===== src/rtl/collision_engine_if.sv =====
// Kill-event handshake between the collision engine (master) and whoever
// consumes kill events (slave). hit_row/hit_col are held stable while
// hit_valid is high and hit_ready is low.
interface collision_engine_if #(
  parameter int NUM_ROWS     = 3,
  parameter int NUM_INVADERS = 10
);
  localparam int ROW_W = (NUM_ROWS > 1) ? $clog2(NUM_ROWS) : 1;
  localparam int COL_W = (NUM_INVADERS > 1) ? $clog2(NUM_INVADERS) : 1;

  logic             hit_valid;
  logic             hit_ready;
  logic [ROW_W-1:0] hit_row;
  logic [COL_W-1:0] hit_col;

  modport master (output hit_valid, hit_row, hit_col, input hit_ready);
  modport slave  (input hit_valid, hit_row, hit_col, output hit_ready);
endinterface


===== src/rtl/collision_engine.sv =====
// Collision engine: on each frame_start, snapshots all projectile and invader
// positions, then checks one projectile channel per cycle against the alive
// invader grid. Each active channel kills at most one invader (lowest row,
// then lowest column) and reports it over the hit_if handshake.
// Optional feature: define COLLISION_ENGINE_SCORE_EN to build the saturating
// kill-score accumulator; otherwise score is tied to zero.
module collision_engine #(
  parameter int NUM_BULLETS       = 4,
  parameter int NUM_INVADERS      = 10,
  parameter int NUM_ROWS          = 3,
  parameter int ROW_OFFSET        = 100,
  parameter int INVADER_WIDTH     = 64,
  parameter int INVADER_HEIGHT    = 32,
  parameter int PROJECTILE_WIDTH  = 16,
  parameter int PROJECTILE_HEIGHT = 32,
  parameter int POINTS            = 10
) (
  input  logic                                         clk,
  input  logic                                         rst,
  input  logic                                         frame_start,
  input  logic                                         wave_reset,
  input  logic [NUM_BULLETS-1:0][11:0]                 bullet_xpos,
  input  logic [NUM_BULLETS-1:0][11:0]                 bullet_ypos,
  input  logic [NUM_BULLETS-1:0]                       bullet_active,
  input  logic [NUM_INVADERS-1:0][11:0]                invader_x_positions,
  input  logic [9:0]                                   enemy_ypos,
  output logic [NUM_ROWS-1:0][NUM_INVADERS-1:0]        alive,
  output logic [NUM_BULLETS-1:0]                       bullet_hit,
  output logic                                         scan_done,
  collision_engine_if.master                           hit_if,
  output logic [$clog2(NUM_ROWS*NUM_INVADERS+1)-1:0]   alive_count,
  output logic                                         all_dead,
  output logic [15:0]                                  score
);

  localparam int BW    = (NUM_BULLETS > 1) ? $clog2(NUM_BULLETS) : 1;
  localparam int ROW_W = (NUM_ROWS > 1) ? $clog2(NUM_ROWS) : 1;
  localparam int COL_W = (NUM_INVADERS > 1) ? $clog2(NUM_INVADERS) : 1;
  localparam int CNT_W = $clog2(NUM_ROWS*NUM_INVADERS+1);

  localparam logic [12:0] IW = 13'(INVADER_WIDTH);
  localparam logic [12:0] IH = 13'(INVADER_HEIGHT);
  localparam logic [12:0] PW = 13'(PROJECTILE_WIDTH);
  localparam logic [12:0] PH = 13'(PROJECTILE_HEIGHT);
  localparam logic [NUM_ROWS-1:0][NUM_INVADERS-1:0] ALL_ALIVE = '1;

  typedef enum logic [1:0] {IDLE, SCAN, DONE} state_t;

  state_t state, state_nxt;

  // Snapshot of the scene taken on IDLE->SCAN
  logic [NUM_BULLETS-1:0][11:0]  bx_q, by_q;
  logic [NUM_BULLETS-1:0]        act_q;
  logic [NUM_INVADERS-1:0][11:0] ix_q;
  logic [9:0]                    ey_q;

  logic [BW-1:0]    b_idx;
  logic             snap, advance, kill_fire;
  logic             kill_found;
  logic [ROW_W-1:0] kill_row;
  logic [COL_W-1:0] kill_col;

  // State register
  always_ff @(posedge clk) begin
    // NOTE: clocked state uses non-blocking assignments so every register
    // samples pre-edge values regardless of block ordering.
    if (rst) state <= IDLE;
    else     state <= state_nxt;
  end

  // Kill search for the current channel: first alive overlapping invader,
  // rows before columns, all arithmetic 13 bits so nothing wraps
  always_comb begin
    logic [12:0] bx, by, ix, ry;
    logic        x_ov, y_ov;
    // NOTE: every variable written here gets a default before any branch,
    // otherwise synthesis infers a latch to hold the old value.
    kill_found = 1'b0;
    kill_row   = '0;
    kill_col   = '0;
    bx = {1'b0, bx_q[b_idx]};
    by = {1'b0, by_q[b_idx]};
    for (int r = 0; r < NUM_ROWS; r++) begin
      ry   = {3'b000, ey_q} + 13'(r * ROW_OFFSET);
      y_ov = (by <= ry + IH) && (by + PH >= ry);
      for (int c = 0; c < NUM_INVADERS; c++) begin
        ix   = {1'b0, ix_q[c]};
        x_ov = (bx < ix + IW) && (bx + PW > ix);
        if (!kill_found && act_q[b_idx] && alive[r][c] && x_ov && y_ov) begin
          kill_found = 1'b1;
          kill_row   = ROW_W'(r);
          kill_col   = COL_W'(c);
        end
      end
    end
  end

  // Next-state and control strobes; wave_reset overrides everything
  always_comb begin
    state_nxt = state;
    scan_done = 1'b0;
    snap      = 1'b0;
    advance   = 1'b0;
    kill_fire = 1'b0;
    case (state)
      IDLE: begin
        if (frame_start) begin
          state_nxt = SCAN;
          snap      = 1'b1;
        end
      end
      SCAN: begin
        // A kill cannot load while the previous one is still unaccepted
        if (!(kill_found && hit_if.hit_valid && !hit_if.hit_ready)) begin
          advance   = 1'b1;
          kill_fire = kill_found;
          if (b_idx == BW'(NUM_BULLETS-1)) state_nxt = DONE;
        end
      end
      DONE: begin
        scan_done = 1'b1;
        state_nxt = IDLE;
      end
      default: state_nxt = IDLE;
    endcase
    if (wave_reset) begin
      state_nxt = IDLE;
      scan_done = 1'b0;
      snap      = 1'b0;
      advance   = 1'b0;
      kill_fire = 1'b0;
    end
  end

  // Scene snapshot capture
  always_ff @(posedge clk) begin
    // NOTE: the snapshot is pure data that is always written before it is
    // read, so it carries no reset.
    if (snap) begin
      bx_q  <= bullet_xpos;
      by_q  <= bullet_ypos;
      act_q <= bullet_active;
      ix_q  <= invader_x_positions;
      ey_q  <= enemy_ypos;
    end
  end

  // Alive mask, per-channel results, channel index and kill handshake
  always_ff @(posedge clk) begin
    if (rst) begin
      alive            <= ALL_ALIVE;
      bullet_hit       <= '0;
      b_idx            <= '0;
      hit_if.hit_valid <= 1'b0;
      hit_if.hit_row   <= '0;
      hit_if.hit_col   <= '0;
    end else if (wave_reset) begin
      alive            <= ALL_ALIVE;
      hit_if.hit_valid <= 1'b0;
    end else begin
      if (hit_if.hit_valid && hit_if.hit_ready) hit_if.hit_valid <= 1'b0;
      if (snap) begin
        bullet_hit <= '0;
        b_idx      <= '0;
      end
      if (kill_fire) begin
        alive[kill_row][kill_col] <= 1'b0;
        bullet_hit[b_idx]         <= 1'b1;
        hit_if.hit_row            <= kill_row;
        hit_if.hit_col            <= kill_col;
        hit_if.hit_valid          <= 1'b1;
      end
      if (advance) b_idx <= b_idx + 1'b1;
    end
  end

  // Population count of the alive grid
  always_comb begin
    alive_count = '0;
    for (int r = 0; r < NUM_ROWS; r++)
      for (int c = 0; c < NUM_INVADERS; c++)
        alive_count = alive_count + CNT_W'(alive[r][c]);
  end

  assign all_dead = (alive_count == '0);

`ifdef COLLISION_ENGINE_SCORE_EN
  logic [16:0] score_sum;

  // Lower rows are worth more: POINTS * (NUM_ROWS - row)
  always_comb begin
    score_sum = {1'b0, score} + 17'(POINTS * (NUM_ROWS - int'(hit_if.hit_row)));
  end

  // Saturating accumulator, advanced once per accepted kill
  always_ff @(posedge clk) begin
    if (rst) begin
      score <= '0;
    end else if (!wave_reset && hit_if.hit_valid && hit_if.hit_ready) begin
      score <= score_sum[16] ? 16'hFFFF : score_sum[15:0];
    end
  end
`else
  // Scoring not built in; POINTS is referenced only so it stays visible.
  assign score = 16'(POINTS) & 16'h0000;
`endif

endmodule

===== src/flat_wrapper.sv =====
// flat-port wrapper written by rule: the top's interface ports become plain ports
module collision_engine_flat 
#(
  parameter int NUM_BULLETS       = 4,
  parameter int NUM_INVADERS      = 10,
  parameter int NUM_ROWS          = 3,
  parameter int ROW_OFFSET        = 100,
  parameter int INVADER_WIDTH     = 64,
  parameter int INVADER_HEIGHT    = 32,
  parameter int PROJECTILE_WIDTH  = 16,
  parameter int PROJECTILE_HEIGHT = 32,
  parameter int POINTS            = 10
)
  (clk, rst, frame_start, wave_reset, bullet_xpos, bullet_ypos, bullet_active, invader_x_positions, enemy_ypos, alive, bullet_hit, scan_done, alive_count, all_dead, score, hit_if_hit_valid, hit_if_hit_row, hit_if_hit_col, hit_if_hit_ready);
  collision_engine_if #(.NUM_ROWS(NUM_ROWS), .NUM_INVADERS(NUM_INVADERS)) hit_if_i ();
  input  logic clk;
  input  logic rst;
  input  logic frame_start;
  input  logic wave_reset;
  input  logic [NUM_BULLETS-1:0][11:0] bullet_xpos;
  input  logic [NUM_BULLETS-1:0][11:0] bullet_ypos;
  input  logic [NUM_BULLETS-1:0] bullet_active;
  input  logic [NUM_INVADERS-1:0][11:0] invader_x_positions;
  input  logic [9:0] enemy_ypos;
  output logic [NUM_ROWS-1:0][NUM_INVADERS-1:0] alive;
  output logic [NUM_BULLETS-1:0] bullet_hit;
  output logic scan_done;
  output logic [$clog2(NUM_ROWS*NUM_INVADERS+1)-1:0] alive_count;
  output logic all_dead;
  output logic [15:0] score;
  output wire logic [$bits(hit_if_i.hit_valid)-1:0] hit_if_hit_valid;
  output wire logic [$bits(hit_if_i.hit_row)-1:0] hit_if_hit_row;
  output wire logic [$bits(hit_if_i.hit_col)-1:0] hit_if_hit_col;
  input wire logic [$bits(hit_if_i.hit_ready)-1:0] hit_if_hit_ready;
  assign hit_if_hit_valid = hit_if_i.hit_valid;
  assign hit_if_hit_row = hit_if_i.hit_row;
  assign hit_if_hit_col = hit_if_i.hit_col;
  assign hit_if_i.hit_ready = hit_if_hit_ready;
  collision_engine #(.NUM_BULLETS(NUM_BULLETS), .NUM_INVADERS(NUM_INVADERS), .NUM_ROWS(NUM_ROWS), .ROW_OFFSET(ROW_OFFSET), .INVADER_WIDTH(INVADER_WIDTH), .INVADER_HEIGHT(INVADER_HEIGHT), .PROJECTILE_WIDTH(PROJECTILE_WIDTH), .PROJECTILE_HEIGHT(PROJECTILE_HEIGHT), .POINTS(POINTS)) u_core (.clk(clk), .rst(rst), .frame_start(frame_start), .wave_reset(wave_reset), .bullet_xpos(bullet_xpos), .bullet_ypos(bullet_ypos), .bullet_active(bullet_active), .invader_x_positions(invader_x_positions), .enemy_ypos(enemy_ypos), .alive(alive), .bullet_hit(bullet_hit), .scan_done(scan_done), .hit_if(hit_if_i), .alive_count(alive_count), .all_dead(all_dead), .score(score));
endmodule

===== config.mk =====
export PLATFORM = sky130hd
export DESIGN_NAME = collision_engine_flat
export DESIGN_NICKNAME = d
export VERILOG_FILES = /design/src/rtl/collision_engine_if.sv /design/src/rtl/collision_engine.sv /design/src/flat_wrapper.sv
export SDC_FILE = /design/constraint.sdc
export NUM_CORES = 1
export LEC_CHECK = 0
export BUFFER_PORTS_ARGS = -buffer_cell sky130_fd_sc_hd__buf_2
export CORE_MARGIN = 3
export CORE_UTILIZATION = 35
export CTS_CLUSTER_DIAMETER = 120
export CTS_CLUSTER_SIZE = 30
export DETAILED_ROUTE_END_ITERATION = 16
export GPL_TIMING_DRIVEN = 0
export PLACE_DENSITY_LB_ADDON = 0.3
export SETUP_SLACK_MARGIN = 0.2
export SLEW_MARGIN = 20
export SYNTH_ARGS = -nofsm -noshare
export SYNTH_HDL_FRONTEND = slang
export SYNTH_SLANG_ARGS = --single-unit

===== constraint.sdc =====
create_clock -name clk -period 13.1 [get_ports clk]
set_clock_uncertainty 0.2 [all_clocks]
set_input_delay 1.31 -clock clk [delete_from_list [all_inputs] [get_ports clk]]
set_output_delay 1.31 -clock clk [all_outputs]
set_load 0.01 [all_outputs]

==> flow_summary.json, run 1 <==
{
  "status": "finished clean",
  "rows": 83,
  "vias": 14100,
  "post_cts_buffers": 0,
  "die_x_um": 235,
  "drc": 0,
  "floorplan.initialDensity": 0.356,
  "critical-path-slowest-cell": "mux4_2",
  "synth_edf_count": 230,
  "gr-total-overflow": 0,
  "clockRootBuffer": "clkbuf_16",
  "die_y_um": 235,
  "cts_inserted_buffers": 14,
  "wirelength_um": 54400,
  "core_area_mm2": 0.0516,
  "power_mw": 2.00,
  "dr.pass1.iters": 5,
  "cts.sinks": 275,
  "layout_common_cells": "buf_2, ha_1, edfxtp_1, inv_1, a21oi_1",
  "totalNegativeSetupSlack_ns": 0,
  "fmax_ghz": 0.124,
  "arrival_ns": 8.27,
  "num_io_pins": 299,
  "ys_async_sr_fraction": 0,
  "critPathTopFamily": "compound AO/OA/AOI/OAI gates",
  "gp_congestion": 0.871,
  "slew_violations": 0,
  "synth-seq-cells": 275,
  "ys_seq_area_frac": 0.425,
  "max-slew-margin-rel": 0.367,
  "yosys_warnings": 0,
  "crit_buf_inv": 3,
  "crit_type": "reg2reg",
  "cpMostUsedCell": "nand2_1",
  "antenna_found_initial": 10,
  "cap_violations": 0,
  "peakVddDrop_uv": 113,
  "post_cts_resized": 0,
  "period_needed_ns": 8.07,
  "fillerInstances": 4914,
  "insertion_delay_ns": 0.54,
  "synth_cell_types": 78,
  "wl_per_cell_um": 20.4,
  "period_share": 0.616,
  "dieArea_mm2": 0.0553,
  "cts_tree": "built",
  "via_per_inst": 5.29,
  "clk_path_buf_depth": 3,
  "syn2layout_area_growth_pct": 16.3,
  "startpoint_type": "flip-flop",
  "synth_area_mm2": 0.0184,
  "crit_chain": "clkbuf_1 > buf_1 > mux4_2 > ha_1 > nand2_1 > o2bb2ai_1 > nand2_1 > xnor2_2 > buf_6 > ha_1 > a211oi_1 > o21bai_1 > a21oi_1 > a21boi_0 > o211ai_1 > o2111ai_1 > o41ai_4 > nand2_1 > o221ai_2 > nor3b_2 > a22oi_1",
  "grt_pass1_wl_um": 82400,
  "setup_viol": 0,
  "grt_pass1_vias": 14200,
  "drive_gt1_frac": 0.195,
  "grt_max_degree": 100,
  "grtUsageTotal": 0.191,
  "cpPeakStageDelay_ns": 0.73,
  "worst_pin_slew_ns": 0.941,
  "clkTransAtPathRegs_ns": 0.12,
  "io_buffers": 282,
  "fin_nets": 2505,
  "ctsHoldBuffers": 0,
  "drtIter0Drc": 811,
  "hold_viol_final": 0,
  "leakagePower_nw": 9.23,
  "syn_avg_cell_area_um2": 11.2,
  "hold_class": "reg2reg",
  "htree_levels": 1,
  "endpoint_kind": "flip-flop",
  "final_common_cell": "buf_2",
  "dp_hpwl_um": 42900,
  "ant_nets": 0,
  "rsz0062_at_grt": "false",
  "synth_ff_type": "edfxtp_1",
  "path_max_fanout": 12,
  "crit_required_ns": 13.30,
  "power_density_mw_per_mm2": 93.6,
  "synthCells": 1647
}
[logic make-up (layout without fill, tap and decap cells)]
kind of cell,Yosys count,after routing,synth area share
AOI/OAI and AO/OA,358,358,0.138
and+or+nand+nor,368,368,0.103
buffers and inverters,241,553,0.0534
xor gates and xnor gates,73,73,0.0348
other,2,22,0.000408
muxes,29,29,0.0324
DFF,275,275,0.425
adders and majority gates,301,301,0.214
[cells in the mapped netlist, drive strengths merged (5+ instances only)]
master,number,area (um^2)
o31ai,7,52.6
or3,6,37.5
a2111oi,7,80.1
o21ai,55,275
and3,10,62.6
nand2,60,225
a22oi,25,188
o41ai,5,81.3
nand4,29,181
mux4,24,541
o211a,6,60.1
nor3b,6,50.1
nor3,33,165
a32oi,7,61.3
nand3b,5,37.5
nand2b,12,75.1
xnor2,66,578
o21a,28,210
nand3,74,370
or2,7,43.8
nor4,8,50.1
a211oi,16,120
a211o,13,114
o32ai,5,43.8
o22ai,7,50.1
nor2,72,270
o21bai,6,45.0
nor2b,20,125
dfxtp,45,901
inv,207,777
buf,22,160
edfxtp,230,6910
and2,13,81.3
o211ai,15,113
a21oi,80,400
a31oi,7,43.8
a21boi,6,45.0
xor2,7,61.3
ha,279,3490
fa,22,440
a21o,25,188
clkbuf,12,45.0
and4,6,52.6
[metal layers]
metal,up-vias,global-route usage,routed length (um)
li1,6764,-,-
met2,438,0.321,25600
met1,6783,0.255,24000
met4,12,0.0439,1290
met3,73,0.0377,3440
met5,-,0,77
[registers in the layout, indices dropped and copies added (netlist names), 4 cells and up]
name	count
u_core.act_q	4
u_core.alive	30
u_core.bullet_hit	4
u_core.bx_q	48
u_core.by_q	48
u_core.ey_q	10
u_core.hit_if.hit_col	4
u_core.ix_q	120
[per-stage QoR]
step | utilization | setup WS [ns] | std cells | hold slack, ns | instance area [um^2]
after floorplan | - | 6.22 | 1663 | 0.237 | 18400
after CTS | 0.414 | 5.00 | 2655 | 0.277 | 21400
after global placement | 0.401 | 3.88 | 2625 | 0.256 | 20700
after global routing | 0.414 | 4.42 | 2657 | 0.307 | 21400
after detailed placement | 0.405 | 5.04 | 2633 | 0.259 | 20900
final | 0.414 | 5.03 | 2659 | 0.275 | 21400
[power by group]
part,leakage (nW),total [mW],switching (mW),internal [mW]
registers,2.51,1.00,0.0176,0.985
logic,6.50,0.476,0.281,0.195
clock network,0.221,0.523,0.301,0.222
[tightest hold or removal path, stage by stage, from the launching register on]
cell     delay, ns
dfxtp_1       0.33
nand2_1       0.05
a21oi_1       0.05
[path summary, 6_finish.rpt]
check                                              from                                     to  slack, ns  cells after the start
setup / recovery           u_core.b_idx[1]$_SDFFE_PP0P_          u_core.alive[21]$_SDFFE_PP1P_       5.03                     21
hold / removal    u_core.hit_if.hit_row[1]$_SDFFE_PP0P_  u_core.hit_if.hit_row[1]$_SDFFE_PP0P_       0.27                      2
setup reg to reg           u_core.b_idx[1]$_SDFFE_PP0P_          u_core.alive[21]$_SDFFE_PP1P_       5.03                     21
hold reg to reg   u_core.hit_if.hit_row[1]$_SDFFE_PP0P_  u_core.hit_if.hit_row[1]$_SDFFE_PP0P_       0.27                      2
[cell type report]
cell class / instances / area, um^2 / share of cell area
Multi-Input combinational cell: 1147 / 9720 / 0.454
Sequential cell: 275 / 7810 / 0.365
Timing Repair Buffer: 290 / 1550 / 0.0725
Tap cell: 680 / 851 / 0.0398
Inverter: 207 / 785 / 0.0367
Clock buffer: 17 / 383 / 0.0179
Buffer: 34 / 205 / 0.00960
Clock inverter: 5 / 76.3 / 0.00357
Antenna cell: 4 / 10.0 / 0.000468
Note: power is estimated with default switching activity, not from simulation.
==> run 2, diff against run 1 <==
Clock period 13.1 ns to 6.5 ns, I/O delays scaled along.
==> run 2 against run 1 <==
Effect of this change: register-to-register slack worse by 4.6 ns; design area is 2.6% higher; sequential share of layout area is 0.81 points lower; the flow now finishes with violations (setup timing); worst hold slack worse by 0.21 ns; power is 110% higher; critical endpoint is now all_dead; largest power group unchanged; via count is 1.0% higher; sequential cell count stayed put.
==> flow_summary.json, run 2 (synthesized netlist as in run 1, its figures left out) <==
{
  "status": "finished with violations",
  "violations": "setup timing",
  "insertion_delay_ns": 0.53,
  "layout_common_cells": "buf_2, ha_1, edfxtp_1, inv_1, a21oi_1",
  "worst_pin_slew_ns": 0.705,
  "num_io_pins": 299,
  "ff2ff_setup_slack_ns": 0.45,
  "htree_levels": 1,
  "wirelength_um": 55100,
  "largest_reg_flops": 120,
  "cts_tree": "built",
  "period_share": 1.00,
  "path_max_fanout": 2,
  "setup_viol": 1,
  "power_mw": 4.11,
  "fin_ws_ns": -0.0283,
  "max-slew-margin-rel": 0.530,
  "drc": 0,
  "grtUsageTotal": 0.193,
  "dieArea_mm2": 0.0553,
  "startpoint_type": "flip-flop",
  "endpoint_kind": "output port",
  "via_per_inst": 5.30,
  "grt_pass1_vias": 14400,
  "clkTransAtPathRegs_ns": 0.11,
  "slew_violations": 0,
  "power_density_mw_per_mm2": 187,
  "reg_top3": "u_core.ix_q (120), u_core.bx_q (48), u_core.by_q (48)",
  "hold_viol_final": 0,
  "hold_depth": 1,
  "grt_max_degree": 100,
  "regMostFlops": "u_core.ix_q",
  "cap_violations": 0,
  "period_needed_ns": 6.53,
  "drtIter0Drc": 861,
  "leakagePower_nw": 9.43,
  "gr-total-overflow": 0,
  "syn2layout_area_growth_pct": 19.3,
  "dr.pass1.iters": 5,
  "clockRootBuffer": "clkbuf_16",
  "drive_gt1_frac": 0.237,
  "rsz0062_at_grt": "true",
  "cts.sinks": 275,
  "fmax_ghz": 0.153,
  "die_y_um": 235,
  "place_area_mm2": 0.0209,
  "dp_hpwl_um": 42900,
  "hold_class": "in2reg",
  "grt_pass1_wl_um": 83200,
  "core_area_mm2": 0.0516,
  "rows": 83,
  "holdWs_ns": 0.0699,
  "die_x_um": 235,
  "ant_nets": 0,
  "clk_path_buf_depth": 3,
  "reg2reg_depth": 22,
  "floorplan.initialDensity": 0.356,
  "crit_required_ns": 5.65,
  "wl_per_cell_um": 20.5,
  "io_buffers": 282,
  "antenna_found_initial": 10,
  "arrival_ns": 5.68,
  "vias": 14200,
  "totalNegativeSetupSlack_ns": -0.0283,
  "fin_nets": 2529,
  "crit_type": "reg2out",
  "cts_inserted_buffers": 14,
  "peakVddDrop_uv": 221,
  "final_common_cell": "buf_2",
  "final_cell_area_mm2": 0.0219,
  "gp_congestion": 0.871,
  "final_core_util": 0.425,
  "fillerInstances": 4876
}
-- run 2: cell count changes in the layout (fill, tap and decap cells not counted), moves of 5 or more --
cell     delta
dfxtp_1     -9
buf_4      +25
a21oi_1     -5
dfxtp_4     +5
-- run 2: final timing paths --
| kind | endpoint | from |
|---|---|---|
| worst max-delay path | all_dead | u_core.alive[1]$_SDFFE_PP1P_ |
| worst min-delay path | u_core.by_q[44]$_DFFE_PP_ | bullet_ypos[44] |
| worst max register to register | u_core.alive[24]$_SDFFE_PP1P_ | u_core.b_idx[0]$_SDFFE_PP0P_ |
| worst min register to register | u_core.hit_if.hit_row[1]$_SDFFE_PP0P_ | u_core.hit_if.hit_row[1]$_SDFFE_PP0P_ |
-- run 2: critical path: stages (launching register included) --
cell     delay (ns)
dfxtp_4        0.38
ha_4           0.26
inv_2          0.03
fa_1           0.44
fa_1           0.51
fa_1           0.43
fa_1           0.52
fa_1           0.44
fa_1           0.49
inv_1          0.05
fa_2           0.36
fa_2           0.40
xor2_2         0.19
or3_1          0.33
nor3_2         0.16
buf_2          0.14
-- run 2: cell type report --
cell class / count / area (um^2) / area share
inverter: 207 / 788 / 0.0359
sequential: 275 / 7830 / 0.357
clock inverter: 5 / 76.3 / 0.00348
timing repair buffer: 314 / 1730 / 0.0789
tap: 680 / 851 / 0.0388
buffer: 34 / 223 / 0.0102
multi-input combinational: 1147 / 10000 / 0.458
clock buffer: 17 / 383 / 0.0175
antenna: 4 / 10.0 / 0.000456
-- run 2: timing repair --
| action | 4_1_cts | 5_1_grt |
|---|---|---|
| hold buffers | 0 | 0 |
| buffers inserted | 15 | 9 |
| pin swaps | 14 | 7 |
| setup endpoints to repair | 50 | 46 |
| gates resized for setup | 42 | 50 |
| hold endpoints to repair | 0 | 0 |
-- run 2: per-stage QoR --
stage	setup WS [ns]	cells
finish	-0.0283	2683
global route	-0.217	2681
CTS	-0.103	2670
detailed placement	-1.56	2633
global placement	-2.72	2625
floorplan	0.281	1663
-- run 2: layer usage --
| layer | global-route usage | share of wire | up-vias |
|---|---|---|---|
| li1 | - | - | 6815 |
| met1 | 0.257 | 0.44 | 6848 |
| met2 | 0.324 | 0.47 | 463 |
| met3 | 0.0389 | 0.067 | 76 |
| met4 | 0.0454 | 0.027 | 12 |
| met5 | 0 | 0.0014 | - |
-- run 2: where the power goes --
| group | switching, mW | leakage, nW | internal (mW) |
|---|---|---|---|
| sequential | 0.0353 | 2.51 | 1.98 |
| clock | 0.610 | 0.221 | 0.448 |
| combinational | 0.600 | 6.70 | 0.430 |
| total | 1.25 | 9.43 | 2.86 |
==> run 3, diff against run 2 <==
Settings changed: CORE_MARGIN 3 to default, SKIP_CTS_REPAIR_TIMING from default to 1, SKIP_LAST_GASP from default to 1.
==> run 3 against run 2 <==
Effect of this change: design area decreased by 0.26%; critical path depth unchanged; sequential share of layout area rose by 0.065 points; critical endpoint unchanged; the flow still finishes with violations (setup timing); maximum frequency barely moved; non-clock buffer count up 7; register-to-register slack better by 0.04 ns; die area decreased by 3.4%; global-route usage grew 0.89 points; wire length decreased by 0.71%; via count shrank 0.56%.
==> flow_summary.json, run 3 (synthesized netlist as in run 1, its figures left out) <==
{
  "gp_congestion": 0.908,
  "insertion_delay_ns": 0.55,
  "status": "finished with violations",
  "syn2layout_area_growth_pct": 19.0,
  "fin_nets": 2537,
  "grt_max_degree": 116,
  "die_y_um": 231,
  "cp-startpoint": "u_core.alive[0]$_SDFFE_PP1P_",
  "rows": 83,
  "rsz0062_at_grt": "true",
  "period_share": 1.00,
  "via_per_inst": 5.25,
  "cpPeakStageDelay_ns": 0.52,
  "fmax_ghz": 0.153,
  "layout_common_cells": "buf_2, ha_1, edfxtp_1, inv_1, a21oi_1",
  "num_io_pins": 299,
  "core_area_mm2": 0.0516,
  "htree_levels": 1,
  "clkTransAtPathRegs_ns": 0.11,
  "floorplan.initialDensity": 0.356,
  "grt_pass1_wl_um": 81900,
  "clk_path_buf_depth": 3,
  "peakVddDrop_uv": 201,
  "vias": 14100,
  "leakagePower_nw": 9.44,
  "endpoint_kind": "output port",
  "drc": 0,
  "reg2reg_depth": 23,
  "crit_required_ns": 5.65,
  "max-slew-margin-rel": 0.520,
  "regMostFlops": "u_core.ix_q",
  "hold_class": "in2reg",
  "cts_inserted_buffers": 15,
  "largest_reg_flops": 120,
  "clockRootBuffer": "clkbuf_16",
  "final_common_cell": "buf_2",
  "r2r-start": "u_core.b_idx[0]$_SDFFE_PP0P_",
  "endpoint": "all_dead",
  "ff2ff_setup_slack_ns": 0.49,
  "startpoint_type": "flip-flop",
  "cp.depth": 15,
  "die_x_um": 231,
  "violations": "setup timing",
  "cap_violations": 0,
  "grtUsageTotal": 0.202,
  "crit_buf_inv": 3,
  "grt_pass1_vias": 14300,
  "period_needed_ns": 6.52,
  "setup_viol": 1,
  "ant_nets": 0,
  "dieArea_mm2": 0.0535,
  "cts.sinks": 275,
  "cpMostUsedCell": "fa_1",
  "dr.pass1.iters": 7,
  "critPathTopFamily": "adder cells",
  "io_buffers": 282,
  "path_max_fanout": 4,
  "r2r_end": "u_core.alive[14]$_SDFFE_PP1P_",
  "totalNegativeSetupSlack_ns": -0.0239,
  "power_mw": 4.15,
  "wirelength_um": 54700,
  "reg_top3": "u_core.ix_q (120), u_core.bx_q (48), u_core.by_q (48)",
  "drive_gt1_frac": 0.231,
  "drtIter0Drc": 760,
  "worst_pin_slew_ns": 0.719,
  "crit_type": "reg2out",
  "fin_ws_ns": -0.0239,
  "antenna_found_initial": 8,
  "gr-total-overflow": 0,
  "cts_tree": "built",
  "crit_chain": "ha_4 > inv_2 > fa_1 > fa_1 > fa_1 > fa_1 > fa_1 > fa_1 > inv_1 > fa_2 > fa_2 > xor2_2 > or3_4 > nor3_2 > buf_2",
  "hold_viol_final": 0,
  "dpl_worst_slack_ns": -1.71,
  "dp_hpwl_um": 42500,
  "power_density_mw_per_mm2": 190,
  "slew_violations": 0,
  "critical-path-slowest-cell": "fa_1",
  "wl_per_cell_um": 20.3,
  "arrival_ns": 5.67
}
==> run 3: routing by layer <==
| metal | share of wire | track usage |
|---|---|---|
| met1 | 0.44 | 0.260 |
| met5 | 0.0010 | 0 |
| met3 | 0.058 | 0.0373 |
| met2 | 0.47 | 0.341 |
| met4 | 0.029 | 0.0642 |
==> run 3: power breakdown <==
group / total [mW] / switching (mW) / internal, mW
Sequential: 2.02 / 0.0358 / 1.98
Clock: 1.13 / 0.659 / 0.471
Combinational: 0.999 / 0.583 / 0.416
Total: 4.15 / 1.28 / 2.87
==> run 3: worst min path at each step <==
| stage | start | endpoint | slack [ns] | depth (start not counted) |
|---|---|---|---|---|
| 2_1_floorplan | u_core.state[1]$_SDFFE_PP0P_ | u_core.state[0]$_SDFFE_PP0P_ | 0.24 | 1 |
| 3_3_place_gp | u_core.hit_if.hit_row[1]$_SDFFE_PP0P_ | u_core.hit_if.hit_row[1]$_SDFFE_PP0P_ | 0.26 | 2 |
| 3_5_place_dp | u_core.hit_if.hit_row[1]$_SDFFE_PP0P_ | u_core.hit_if.hit_row[1]$_SDFFE_PP0P_ | 0.26 | 2 |
| 4_1_cts | bullet_xpos[12] | u_core.bx_q[12]$_DFFE_PP_ | 0.03 | 1 |
| 5_1_grt | bullet_xpos[39] | u_core.bx_q[39]$_DFFE_PP_ | 0.04 | 1 |
| 6_report | bullet_xpos[12] | u_core.bx_q[12]$_DFFE_PP_ | 0.06 | 1 |
==> run 3: area by class of cell <==
class	instances	area, um^2
Clock inverter	8	104
Tap cell	680	851
Inverter	207	788
Fill cell	4923	29700
Antenna cell	3	7.51
Buffer	34	226
Clock buffer	16	389
Sequential cell	275	7830
Timing Repair Buffer	321	1770
Multi-Input combinational cell	1147	9910
==> run 3: metrics by stage <==
stage	std cells	util	instance area, um^2	hold WS [ns]
after global placement	2625	0.401	20700	0.260
after floorplan	1663	-	18400	0.237
after detailed placement	2633	0.405	20900	0.259
after global routing	2689	0.424	21900	0.0414
after CTS	2657	0.415	21400	0.0312
final	2691	0.424	21900	0.0649
